`src/rtl/adder_tree_accumulator.sv`:
```
//============================================================================
// Module      : adder_tree_accumulator
// Description : Sums NUM_SAMPLES accepted adder-tree results into one block
//               total and holds it on a valid/ready output handshake.
//               Define ADDER_TREE_ACC_SATURATE_EN to clamp instead of wrap.
// Revision    : 1.0 - initial release
//============================================================================
`default_nettype none

module adder_tree_accumulator #(
   parameter int ADDER_WIDTH    = 15,
   parameter int NUM_SAMPLES    = 16,
   parameter int ACC_EXTRA_BITS = 4
) (
   input  logic                                  clk,
   input  logic                                  rst,
   input  logic                                  in_valid,
   output logic                                  in_ready,
   input  logic [ADDER_WIDTH:0]                  in_sum,
   output logic                                  out_valid,
   input  logic                                  out_ready,
   output logic [ADDER_WIDTH+ACC_EXTRA_BITS:0]   acc_out,
   output logic [7:0]                            sample_cnt,
   output logic                                  ovf
);

   localparam int         ACC_W      = ADDER_WIDTH + 1 + ACC_EXTRA_BITS;
   localparam logic [7:0] c_LAST_IDX = 8'(NUM_SAMPLES - 1);

   localparam logic [0:0] c_ACCUM = 1'b0;
   localparam logic [0:0] c_HOLD  = 1'b1;

   logic [0:0]       state_q, state_d;

   logic [ACC_W-1:0] acc_q, acc_d;
   logic [ACC_W-1:0] acc_out_q, acc_out_d;
   logic [7:0]       cnt_q, cnt_d;
   logic             out_valid_q, out_valid_d;
   logic             ovf_q, ovf_d;

   logic             w_in_ready;
   logic             w_accept;
   logic             w_first;
   logic             w_last;
   logic             w_release;
   logic [ACC_W-1:0] w_in_ext;
   logic [ACC_W:0]   w_sum;
   logic             w_carry;
   logic [ACC_W-1:0] w_acc_next;

   assign w_accept  = in_valid && w_in_ready;
   assign w_first   = (cnt_q == 8'd0);
   assign w_last    = (cnt_q == c_LAST_IDX);
   assign w_release = (state_q == c_HOLD) && out_valid_q && out_ready;

   assign w_in_ext  = ACC_W'(in_sum);
   assign w_sum     = {1'b0, acc_q} + {1'b0, w_in_ext};
   // The first sample of a block replaces acc, so it can never carry.
   assign w_carry   = !w_first && w_sum[ACC_W];

`ifdef ADDER_TREE_ACC_SATURATE_EN
   assign w_acc_next = w_first ? w_in_ext :
                       (w_sum[ACC_W] ? {ACC_W{1'b1}} : w_sum[ACC_W-1:0]);
`else
   assign w_acc_next = w_first ? w_in_ext : w_sum[ACC_W-1:0];
`endif

   // ---------------------------------------------------------------------
   // FSM: state register
   // ---------------------------------------------------------------------
   always_ff @(posedge clk) begin
      if (rst) begin
         state_q <= c_ACCUM;
      end else begin
         state_q <= state_d;
      end
   end

   // FSM: next state
   always_comb begin
      state_d = state_q;
      case (state_q)
         c_ACCUM: if (w_accept && w_last) state_d = c_HOLD;
         c_HOLD:  if (w_release)          state_d = c_ACCUM;
         default:                         state_d = c_ACCUM;
      endcase
   end

   // FSM: outputs (in_ready is the only unregistered output)
   always_comb begin
      w_in_ready = 1'b0;
      if ((state_q == c_ACCUM) && !rst) begin
         w_in_ready = 1'b1;
      end
   end

   // ---------------------------------------------------------------------
   // Datapath next-state
   // ---------------------------------------------------------------------
   always_comb begin
      acc_d       = acc_q;
      acc_out_d   = acc_out_q;
      cnt_d       = cnt_q;
      out_valid_d = out_valid_q;
      ovf_d       = ovf_q;

      if (w_accept) begin
         acc_d = w_acc_next;
         ovf_d = w_first ? 1'b0 : (ovf_q | w_carry);
         if (w_last) begin
            acc_out_d   = w_acc_next;
            out_valid_d = 1'b1;
            cnt_d       = 8'd0;
         end else begin
            cnt_d = cnt_q + 8'd1;
         end
      end else if (w_release) begin
         out_valid_d = 1'b0;
         ovf_d       = 1'b0;
      end
   end

   always_ff @(posedge clk) begin
      if (rst) begin
         acc_q       <= '0;
         acc_out_q   <= '0;
         cnt_q       <= 8'd0;
         out_valid_q <= 1'b0;
         ovf_q       <= 1'b0;
      end else begin
         acc_q       <= acc_d;
         acc_out_q   <= acc_out_d;
         cnt_q       <= cnt_d;
         out_valid_q <= out_valid_d;
         ovf_q       <= ovf_d;
      end
   end

   assign in_ready   = w_in_ready;
   assign out_valid  = out_valid_q;
   assign acc_out    = acc_out_q;
   assign sample_cnt = cnt_q;
   assign ovf        = ovf_q;

endmodule

`default_nettype wire

```
`config.mk`:
```
export PLATFORM = sky130hd
export DESIGN_NAME = adder_tree_accumulator
export DESIGN_NICKNAME = d
export VERILOG_FILES = /design/src/rtl/adder_tree_accumulator.sv
export SDC_FILE = /design/constraint.sdc
export NUM_CORES = 1
export LEC_CHECK = 0
export CORE_MARGIN = 3
export CORE_UTILIZATION = 55
export CTS_BUF_LIST = sky130_fd_sc_hd__clkbuf_4 sky130_fd_sc_hd__clkbuf_8
export CTS_CLUSTER_SIZE = 30
export DETAILED_ROUTE_END_ITERATION = 16
export PLACE_DENSITY = 0.84
export SYNTH_ARGS = -nofsm -noshare
export SYNTH_HDL_FRONTEND = slang
export SYNTH_SLANG_ARGS = --single-unit
```
`constraint.sdc`:
```
create_clock -name clk -period 7.4 [get_ports clk]
set_input_delay 1.11 -clock clk [delete_from_list [all_inputs] [get_ports clk]]
set_output_delay 1.11 -clock clk [all_outputs]
set_load 0.05 [all_outputs]
```
==> run metrics <==
WP data required=6.29 ns; kind of critical path=in2out; status=complete, no violations; FF+latch count, synth=51; Reg clk slew, reported paths=0.09 ns; slowest CP cell=clkdlybuf4s50_1; Syn Nets=406; # DRC=0; Routed wire per std cell=15.3 um; post-cts resize count=0; ys flop type=dfxtp_1; initial core utilization=0.591; crit share post-route=0.537; Port Buffer Count=50; Initial DRC Count=196; Sink Count=51; Hold Crit Class=reg2reg; CTS H-tree depth=2; RSZ-0062 raised after global routing=no; Post-Syn Area=0.00313 mm^2; fin nets=439; vias per cell=6.01; CTS root buffer=clkbuf_8; # IOs=51; die span in y=81.5 um; CP bufs+invs=2; grt ovf=0; Mapped Avg Cell Area=8.54 um^2; Clock Skew=0.00398 ns; DRT Wirelength=7220 um; critical path's top delay family=buffers and inverters; P&R area growth vs syn=17.3%; DP HPWL=5240 um; Die W=81.5 um; number of flops mapped to enable cells by yosys=0; CTS tree=yes; Multi-input gate area=0.00192 mm^2; yosys warns=0; endpoints failing hold=0; most frequent cells in the layout=51 x dfxtp_1, 50 x clkdlybuf4s50_1, 36 x nand3_1, 31 x a21oi_1, 26 x nand2_1; # setup viols final=0; CP most frequent cell=clkdlybuf4s50_1; TritonRoute pass-1 iters=4; Post-CTS Hold Fix Bufs=0; CP cell instances=clkdlybuf4s50_1 -> nor2_1 -> clkdlybuf4s50_1; Reg area=0.00102 mm^2; first-pass GRT wire length=12300 um; GRT Util Overall=0.231; sequential fraction of the synthesis area=0.326; Vias=2830; core area=0.00530 mm^2; max-slew violations=0; die area=0.00664 mm^2; critical path's largest stage delay=0.82 ns; hold path cells=2; Crit path depth=3; pin count of the biggest net entering global routing=34; max cap viols=0; R2R depth=8; crit path capture type=output port; relative slew slack=0.305; global placement routability congestion=0.845; vias in the first global route=2703; worst-skew pair later-pin latency=0.30 ns; FILL cells=440; Post-synth ARST share=0; commonest non-fill, non-tap cell in the layout=dfxtp_1; Clock Tree Buf Depth=2; Yosys cell types=65; VDD IR-drop max=0.125 mV; setup TNS=0 ns; initial antenna violation count=0; CTS buffer count=5; post-synthesis cell count=367; final hold slack=0.455 ns; Worst EP arrival=2.86 ns; Slew @ Worst Pin=1.04 ns; DRT antenna net count=0; PwrDens=188 mW/mm^2; Final min period=3.97 ns; Static Leak=1.42 nW; cell row count=26; fraction of layout cells with a size suffix above 1=0.0673; critical path fanouts, max=16; Setup crit start kind=primary input; Max Clock Freq=0.252 GHz; postcts setup bufs=0; Antenna diodes=0
[per-stage QoR]
stage	std cells	utilization	area (um^2)	setup slack [ns]	total power, mW
after detailed placement	463	0.673	3570	3.38	0.516
after global routing	471	0.693	3670	3.34	0.728
final	471	0.693	3670	3.43	0.692
after floorplan	367	-	3130	4.20	0.474
after CTS	471	0.693	3670	3.42	0.692
after global placement	463	0.673	3570	3.45	0.509
[worst paths after layout]
check                      startpoint                       end  slack (ns)
max reg2reg     acc_q[0]$_SDFFE_PP0P_  acc_out[12]$_SDFFE_PP0P_        4.85
max                               rst                  in_ready        3.43
min reg2reg  acc_out[16]$_SDFFE_PP0P_  acc_out[16]$_SDFFE_PP0P_        0.46
min          acc_out[16]$_SDFFE_PP0P_  acc_out[16]$_SDFFE_PP0P_        0.46
[kinds of logic (layout without fill, tap and decap cells)]
logic type               after synthesis  in the layout  share of synthesized area
AND/OR/NAND/NOR                      119            119                      0.195
AO/OA/AOI/OAI                        114            114                      0.253
flip-flops                            51             51                      0.326
buffers and inverters                 35             69                     0.0623
XOR/XNOR                              20             20                     0.0559
adder cells (fa/ha/maj)               19             19                     0.0783
multiplexers                           9              9                     0.0292
[sequential cells by signal (all words and copies together), names as in the netlist]
register / flops
acc_out: 20
acc_q: 20
out_valid: 1
ovf: 1
sample_cnt: 8
state_q: 1
[synth_stat cells (all sizes together), types with 2 or more instances]
| master | n | area (um^2) |
|---|---|---|
| xor2 | 8 | 70.1 |
| nor2b | 2 | 12.5 |
| o21ai | 34 | 170 |
| xnor2 | 12 | 105 |
| a211oi | 2 | 20.0 |
| o31ai | 3 | 36.3 |
| a21boi | 2 | 15.0 |
| dfxtp | 51 | 1020 |
| a32oi | 3 | 26.3 |
| a21o | 9 | 67.6 |
| a221o | 2 | 21.3 |
| inv | 10 | 37.5 |
| mux2i | 8 | 80.1 |
| nor3 | 8 | 40.0 |
| a311oi | 3 | 26.3 |
| nor2 | 23 | 93.8 |
| or3 | 2 | 12.5 |
| a31oi | 4 | 40.0 |
| nand2 | 27 | 104 |
| nor3b | 3 | 27.5 |
| ha | 18 | 225 |
| nand3 | 36 | 180 |
| o211ai | 4 | 35.0 |
| clkbuf | 10 | 37.5 |
| and3 | 7 | 45.1 |
| o22ai | 2 | 18.8 |
| a21oi | 32 | 171 |
| and2 | 4 | 25.0 |
| nor4 | 2 | 18.8 |
| a211o | 2 | 17.5 |
| buf | 14 | 110 |
| a31o | 3 | 26.3 |
[worst reg2reg max path: stages, from the launching register on]
cell,delay [ns]
dfxtp_1,0.32
ha_1,0.22
fa_1,0.42
a21o_1,0.20
a221o_2,0.42
a211oi_2,0.32
o41a_1,0.24
xor2_1,0.20
o21ai_1,0.07
[where the power goes]
part / switching, mW / internal (mW) / total [mW]
clock network: 0.0905 / 0.0892 / 0.180
logic: 0.129 / 0.0875 / 0.217
registers: 0.00862 / 0.287 / 0.296
total: 0.228 / 0.464 / 0.692
[cell type report]
cell class / instances / share of cell area
multi-input combinational: 281 / 0.522
sequential: 51 / 0.278
timing repair buffer: 51 / 0.138
clock buffer: 8 / 0.0283
tap: 70 / 0.0238
inverter: 10 / 0.0102
[per-layer routing]
metal / global-route usage / share of wire / vias up / routed length [um]
li1: - / - / 1401 / -
met1: 0.283 / 0.44 / 1333 / 3150
met2: 0.416 / 0.50 / 87 / 3640
met3: 0.0406 / 0.051 / 9 / 369
met4: 0.0574 / 0.0089 / 0 / 64
met5: 0 / 0 / - / 0
(Power assumes the default switching activity.)
